### config.mk
export PLATFORM = sky130hd
export DESIGN_NAME = ltssm_rx_sequencer
export DESIGN_NICKNAME = d
export VERILOG_FILES = /design/src/rtl/ltssm_pkg.sv /design/src/rtl/ltssm_timeout_timer.sv /design/src/rtl/ltssm_rx_sequencer.sv
export SDC_FILE = /design/constraint.sdc
export NUM_CORES = 1
export LEC_CHECK = 0
export CORE_MARGIN = 1.5
export CORE_UTILIZATION = 45
export CTS_BUF_LIST = sky130_fd_sc_hd__clkbuf_4 sky130_fd_sc_hd__clkbuf_8
export CTS_CLUSTER_SIZE = 25
export DETAILED_ROUTE_END_ITERATION = 7
export PLACE_DENSITY = 0.74
export SYNTH_ARGS = -nofsm -noshare
export SYNTH_HDL_FRONTEND = slang
export SYNTH_SLANG_ARGS = --single-unit
### constraint.sdc
create_clock -name clk -period 7.3 [get_ports clk]
set_clock_uncertainty 0.15 [all_clocks]
set_input_delay 1.46 -clock clk [delete_from_list [all_inputs] [get_ports clk]]
set_output_delay 1.46 -clock clk [all_outputs]
set_load 0.05 [all_outputs]
### src/rtl/ltssm_pkg.sv
// Shared LTSSM definitions: substate encodings (common with os_checker),
// per-substate timeout lengths in milliseconds and the TX ordered-set selector.
package ltssm_pkg;

  // Substate encodings driven to os_checker and the TX ordered-set generator.
  localparam logic [3:0] DETECT_QUIET  = 4'd0;
  localparam logic [3:0] DETECT_ACTIVE = 4'd1;
  localparam logic [3:0] POLL_ACTIVE   = 4'd2;
  localparam logic [3:0] POLL_CONFIG   = 4'd3;
  localparam logic [3:0] CFG_LW_START  = 4'd4;
  localparam logic [3:0] CFG_LW_ACCEPT = 4'd5;
  localparam logic [3:0] CFG_LN_WAIT   = 4'd6;
  localparam logic [3:0] CFG_LN_ACCEPT = 4'd7;
  localparam logic [3:0] CFG_COMPLETE  = 4'd8;
  localparam logic [3:0] CFG_IDLE      = 4'd9;
  localparam logic [3:0] L0            = 4'd10;

  // Substate timeouts, in milliseconds.
  localparam int unsigned QUIET_MS       = 12;
  localparam int unsigned POLL_ACTIVE_MS = 24;
  localparam int unsigned POLL_CONFIG_MS = 48;
  localparam int unsigned CFG_START_MS   = 24;
  localparam int unsigned CFG_SHORT_MS   = 2;

  // Number of TS1 sets that must be sent before leaving Polling.Active.
  localparam int unsigned POLL_TX_MIN = 1024;

  // High when TX should send TS2 rather than TS1 in the given substate.
  // An upstream port already answers with TS2 during the lane-number handshake.
  function automatic logic sends_ts2(input logic [3:0] st, input logic upstream);
    logic r;
    r = (st == POLL_CONFIG) || (st == CFG_COMPLETE) || (st == CFG_IDLE);
    if (upstream && ((st == CFG_LN_WAIT) || (st == CFG_LN_ACCEPT))) begin
      r = 1'b1;
    end
    return r;
  endfunction

endpackage

### src/rtl/ltssm_timeout_timer.sv
// Substate dwell timer: counts cycles since the last clear, saturates at its
// maximum and flags when the count equals the selected terminal value.
module ltssm_timeout_timer #(
  parameter int unsigned W = 24
) (
  input  logic         clk,
  input  logic         reset,
  input  logic         i_clear,
  input  logic         i_enable,
  input  logic [W-1:0] i_terminal,
  output logic         o_expired
);

  logic [W-1:0] r_count;

  // Cycle counter: cleared on substate entry, saturating so it never wraps.
  always_ff @(posedge clk) begin
    if (reset) begin
      r_count <= '0;
    end else if (i_clear) begin
      r_count <= '0;
    end else if (i_enable && (r_count != {W{1'b1}})) begin
      r_count <= r_count + 1'b1;
    end
  end

  assign o_expired = (r_count == i_terminal);

endmodule

### src/rtl/ltssm_rx_sequencer.sv
// LTSSM substate sequencer for the RX ordered-set checker. Walks
// Detect -> Polling -> Configuration -> L0 from matched-RX counts, TX
// ordered-set counts and per-substate timeouts, and restarts the checker
// for one cycle after every substate change. The substate output doubles as
// the observable FSM state.
module ltssm_rx_sequencer
  import ltssm_pkg::*;
#(
  parameter int unsigned DEVICETYPE = 0,
  parameter int unsigned CLK_PER_MS = 1000,
  parameter int unsigned RX_REQ     = 8,
  parameter int unsigned TX_REQ     = 16
) (
  input  logic       clk,
  input  logic       reset,
  input  logic       countup,
  input  logic       resetcounter,
  input  logic       rx_detect_done,
  input  logic       rx_detected,
  input  logic       tx_os_sent,
  output logic [3:0] substate,
  output logic       checker_rst_n,
  output logic       tx_ts2,
  output logic       linkup,
  output logic       timeout_pulse
);

  // The TX count must hold the 1024-set Polling.Active exit threshold, so it is
  // wider than the RX count; both saturate at their all-ones value.
  localparam int unsigned TXW = 11;

  localparam logic [23:0]    T_QUIET   = 24'(QUIET_MS * CLK_PER_MS);
  localparam logic [23:0]    T_PACTIVE = 24'(POLL_ACTIVE_MS * CLK_PER_MS);
  localparam logic [23:0]    T_PCONFIG = 24'(POLL_CONFIG_MS * CLK_PER_MS);
  localparam logic [23:0]    T_CSTART  = 24'(CFG_START_MS * CLK_PER_MS);
  localparam logic [23:0]    T_SHORT   = 24'(CFG_SHORT_MS * CLK_PER_MS);
  localparam logic [4:0]     RX_MIN    = 5'(RX_REQ);
  localparam logic [4:0]     RX_TWO    = 5'd2;
  localparam logic [TXW-1:0] TX_MIN    = TXW'(TX_REQ);
  localparam logic [TXW-1:0] TX_POLL   = TXW'(POLL_TX_MIN);

  logic           w_upstream;
  logic [3:0]     r_state;
  logic [4:0]     r_rx;
  logic [TXW-1:0] r_tx;
  logic           r_chk_rst_n;

  logic           w_exit;
  logic [3:0]     w_exit_to;
  logic           w_has_timeout;
  logic [23:0]    w_terminal;
  logic           w_expired;
  logic           w_timeout;
  logic [3:0]     w_next;
  logic           w_change;
  logic           w_rx_ok;
  logic           w_tx_ok;

  assign w_upstream = (DEVICETYPE != 0);
  assign w_rx_ok    = (r_rx >= RX_MIN);
  assign w_tx_ok    = (r_tx >= TX_MIN);

  // Per-substate exit condition, exit target and timeout length.
  always_comb begin
    w_exit        = 1'b0;
    w_exit_to     = r_state;
    w_has_timeout = 1'b1;
    w_terminal    = T_SHORT;
    case (r_state)
      DETECT_QUIET: begin
        // Quiet expiry is the normal way out, not a timeout event.
        w_has_timeout = 1'b0;
        w_terminal    = T_QUIET;
        w_exit        = w_expired;
        w_exit_to     = DETECT_ACTIVE;
      end
      DETECT_ACTIVE: begin
        w_has_timeout = 1'b0;
        w_exit        = rx_detect_done;
        w_exit_to     = rx_detected ? POLL_ACTIVE : DETECT_QUIET;
      end
      POLL_ACTIVE: begin
        w_terminal = T_PACTIVE;
        w_exit     = w_rx_ok && (r_tx >= TX_POLL);
        w_exit_to  = POLL_CONFIG;
      end
      POLL_CONFIG: begin
        w_terminal = T_PCONFIG;
        w_exit     = w_rx_ok && w_tx_ok;
        w_exit_to  = CFG_LW_START;
      end
      CFG_LW_START: begin
        w_terminal = T_CSTART;
        w_exit     = (r_rx >= RX_TWO);
        w_exit_to  = CFG_LW_ACCEPT;
      end
      CFG_LW_ACCEPT: begin
        // A downstream port proposed the link width itself and moves on at once.
        w_exit    = w_upstream ? (r_rx >= RX_TWO) : 1'b1;
        w_exit_to = CFG_LN_WAIT;
      end
      CFG_LN_WAIT: begin
        w_exit    = (r_rx >= RX_TWO);
        w_exit_to = CFG_LN_ACCEPT;
      end
      CFG_LN_ACCEPT: begin
        w_exit    = (r_rx >= RX_TWO);
        w_exit_to = CFG_COMPLETE;
      end
      CFG_COMPLETE: begin
        w_exit    = w_rx_ok && w_tx_ok;
        w_exit_to = CFG_IDLE;
      end
      CFG_IDLE: begin
        w_exit    = w_rx_ok && w_tx_ok;
        w_exit_to = L0;
      end
      L0: begin
        w_has_timeout = 1'b0;
      end
      default: begin
        // Unused encodings fall back to Detect.Quiet.
        w_has_timeout = 1'b0;
        w_exit        = 1'b1;
        w_exit_to     = DETECT_QUIET;
      end
    endcase
  end

  // An exit beats a timeout expiring in the same cycle.
  assign w_timeout = w_has_timeout && w_expired && !w_exit;
  assign w_next    = w_exit ? w_exit_to : (w_timeout ? DETECT_QUIET : r_state);
  assign w_change  = (w_next != r_state);

  ltssm_timeout_timer #(.W(24)) u_timer (
    .clk        (clk),
    .reset      (reset),
    .i_clear    (w_change),
    .i_enable   (r_state != L0),
    .i_terminal (w_terminal),
    .o_expired  (w_expired)
  );

  // Substate register and the one-cycle checker restart after each change.
  always_ff @(posedge clk) begin
    if (reset) begin
      r_state     <= DETECT_QUIET;
      r_chk_rst_n <= 1'b0;
    end else begin
      r_state     <= w_next;
      r_chk_rst_n <= !w_change;
    end
  end

  // Matched-RX run length; countup is ignored while the checker restarts.
  always_ff @(posedge clk) begin
    if (reset) begin
      r_rx <= '0;
    end else if (w_change || !resetcounter) begin
      r_rx <= '0;
    end else if (countup && r_chk_rst_n && (r_rx != 5'h1f)) begin
      r_rx <= r_rx + 1'b1;
    end
  end

  // Ordered sets sent by TX since substate entry.
  always_ff @(posedge clk) begin
    if (reset) begin
      r_tx <= '0;
    end else if (w_change) begin
      r_tx <= '0;
    end else if (tx_os_sent && (r_tx != {TXW{1'b1}})) begin
      r_tx <= r_tx + 1'b1;
    end
  end

  assign substate      = r_state;
  assign checker_rst_n = r_chk_rst_n;
  assign tx_ts2        = sends_ts2(r_state, w_upstream);
  assign linkup        = (r_state == L0);
  assign timeout_pulse = w_timeout;

endmodule

==> results_dict.tcl <==
set metrics [dict create \
    maxCapViolations 0 \
    grt_pass1_wl_um 9363 \
    route.detailed.drc 0 \
    fmax_mhz 206.3 \
    synth.most_common_cell "nor2_1" \
    synthMuxAreaShare 0.01139 \
    cts_max_level 2 \
    cts_tree "done" \
    die_area_sq_mm 0.006330 \
    synthSimpleGateAreaFrac 0.3216 \
    rows 27 \
    initial_core_util 0.4732 \
    coreArea_sq_mm 0.005574 \
    synthFlopType "dfxtp_1" \
    die_h_um 79.56 \
    min_period_ns 4.847 \
    hold_buffers 0 \
    ir_drop_v 0.00009415 \
    max_slew_margin 0.4103 \
    avgSynthCellArea_sq_um 8.091 \
    grtUsageMet3 0.03543 \
    syn2layout_area_growth_pct 9.677 \
    yosys.area_share.xor_xnor 0.1295 \
    p_leak_nw 1.047 \
    cts_sinks 45 \
    outcome "finished clean" \
    n_antenna_cell 0 \
    die_width_um 79.56 \
    reg2reg_from "substate[3]" \
    via_count 2226 \
    ctsResizeCount 0 \
    power.density_mw_per_mm2 161.3 \
    synthTopCellsByCount "nor2_1, dfxtp_1, xnor2_1, nand2_1, nand3_1" \
    start_kind "flop" \
    antenna_left 0 \
    first_pass_iters 4 \
    synth_edf_count 0 \
    async_flop_share 0 \
    grtUsageTotal 0.1837 \
    synth_fp_nets 339 \
    overflow 0 \
    cp-startpoint "substate[3]" \
    insertion_delay_ns 0.30 \
    syn_inst 326 \
    first_iter_violations 176 \
    drive_gt1_frac 0.04192 \
    clockBufferDepth 2 \
    tns_ns 0 \
    io_pins 15 \
    globalplace.congestion 0.8006 \
    fin_cells 406 \
    synth_top_family_by_area "simple AND/OR/NAND/NOR gates" \
    grt_max_degree 29 \
    worst_pin_slew_ns 0.8845 \
    criticalPathCategory "flop to primary output" \
    required_ns 5.69 \
    antenna_found_initial 0 \
    cts.clk_slew.worst_paths_ns 0.08 \
    synth_seq_cells 45 \
    cts_buffers 5 \
    yosysSeqAreaShare 0.3416 \
    synth_area_sq_mm 0.002638 \
    wire_per_inst_um 12.89 \
    cts-root-buf "clkbuf_8" \
    cp.arrival_ns 3.24 \
    end_kind "primary output" \
    dp_hpwl_um 3737 \
    final.period_utilization 0.6640 \
    ys_types 45 \
    hold_viol_final 0 \
    slew_viol_final 0 \
    gr-max-usage-layer "met2" \
    vias_per_cell 5.483 \
    met2_usage 0.3127 \
    synthAdderAreaFrac 0.02846 \
    finalWirelength_um 5232 \
    post_cts_buffers 0 \
    yosys.area.top_type_share 0.3416 \
    hold_path_class "flop to flop" \
    nets 346 \
    setup_violations 0 \
    placedCellCount 398 \
    yosys.area.top_type "dfxtp_1" \
    yosys-top-cells-area "dfxtp_1, nor2_1, xnor2_1" \
    crit_fanout 21 \
    met1_usage 0.2302 \
    grt_setup_unrepaired "false" \
    port_buffers 14 \
    grt_pass1_vias 2087 \
    min_from "r_tx[1]" \
    yosys_warnings 0 \
    synth_compound_area_frac 0.1105 \
]
cells in the final DEF (no fill, tap or decap), types with 2 or more instances in the layout:
cell type,Yosys,layout
a211oi_1,2,2
a21oi_1,11,11
a41oi_1,2,2
and2_1,2,2
and3_1,10,10
and4_1,7,7
clkbuf_8,0,5
clkdlybuf4s50_1,0,14
dfxtp_1,45,45
ha_1,6,6
inv_1,14,14
mux2i_1,3,3
nand2_1,22,22
nand2b_1,3,3
nand3_1,19,19
nand4_1,14,14
nor2_1,63,63
nor2b_1,3,3
nor3_1,7,7
nor3b_1,6,6
nor4_1,5,5
o2111ai_1,2,2
o211a_1,2,2
o21ai_0,5,5
o31ai_1,2,2
or4_1,2,2
xnor2_1,24,24
xor2_1,15,15
registers in the layout (all words and copies together) (netlist names):
register and count:
r_rx 5, u_timer.r_count 24, substate 4, checker_rst_n 1, r_tx 11
where the power goes:
| group | internal, W | total, W | switching, W |
|---|---|---|---|
| sequential | 0.000248 | 0.000252 | 0.00000343 |
| clock | 0.000107 | 0.000194 | 0.0000874 |
| combinational | 0.00000892 | 0.0000207 | 0.0000118 |
| total | 0.000364 | 0.000466 | 0.000103 |
through the flow:
| step | total power (W) | cell area (sq um) | setup slack (ns) | hold slack [ns] | utilization |
|---|---|---|---|---|---|
| 2_1_floorplan | 0.0002721 | 2638 | 3.315 | 0.3139 | - |
| 3_3_place_gp | 0.0002775 | 2778 | 2.535 | 0.3350 | 0.4983 |
| 3_5_place_dp | 0.0002785 | 2778 | 2.520 | 0.3521 | 0.4983 |
| 4_1_cts | 0.0004695 | 2893 | 2.457 | 0.3646 | 0.5190 |
| 5_1_grt | 0.0004828 | 2893 | 2.237 | 0.4201 | 0.5190 |
| 6_report | 0.0004665 | 2893 | 2.453 | 0.3626 | 0.5190 |
routing by layer:
metal	up-vias	share of wire	wire, um
li1	1155	-	-
met1	1031	0.47	2452
met2	31	0.48	2505
met3	9	0.031	161
met4	0	0.021	112
met5	-	0	0
cell type report:
| type | instances | area [sq um] |
|---|---|---|
| Timing Repair Buffer | 15 | 147.6 |
| Multi-Input combinational cell | 252 | 1587 |
| Fill cell | 557 | 2681 |
| Tap cell | 72 | 90.09 |
| Clock inverter | 2 | 38.79 |
| Clock buffer | 6 | 76.32 |
| Inverter | 14 | 52.55 |
| Sequential cell | 45 | 900.9 |
worst max-delay path, cell delays in order (launching register included):
cell	delay (ns)
dfxtp_1	0.74
nor2_1	0.22
a211oi_1	0.30
a221oi_2	0.08
a2111oi_4	0.54
and4_1	0.26
clkdlybuf4s50_1	0.79
path summary, 6_finish.rpt:
check                        to  slack [ns]  cells past startpoint
min reg2reg             r_tx[1]        0.36                      2
max               timeout_pulse        2.45                      6
max reg2reg  u_timer.r_count[9]        3.83                      8
min                     r_tx[1]        0.36                      2
cells by family after synthesis:
logic type | count (synthesis)
compound gates | 36
xor+xnor | 39
fa+ha+maj | 6
buf+inv | 29
flops | 45
mux | 3
simple gates | 168
Power figures use the tool's default switching activity.
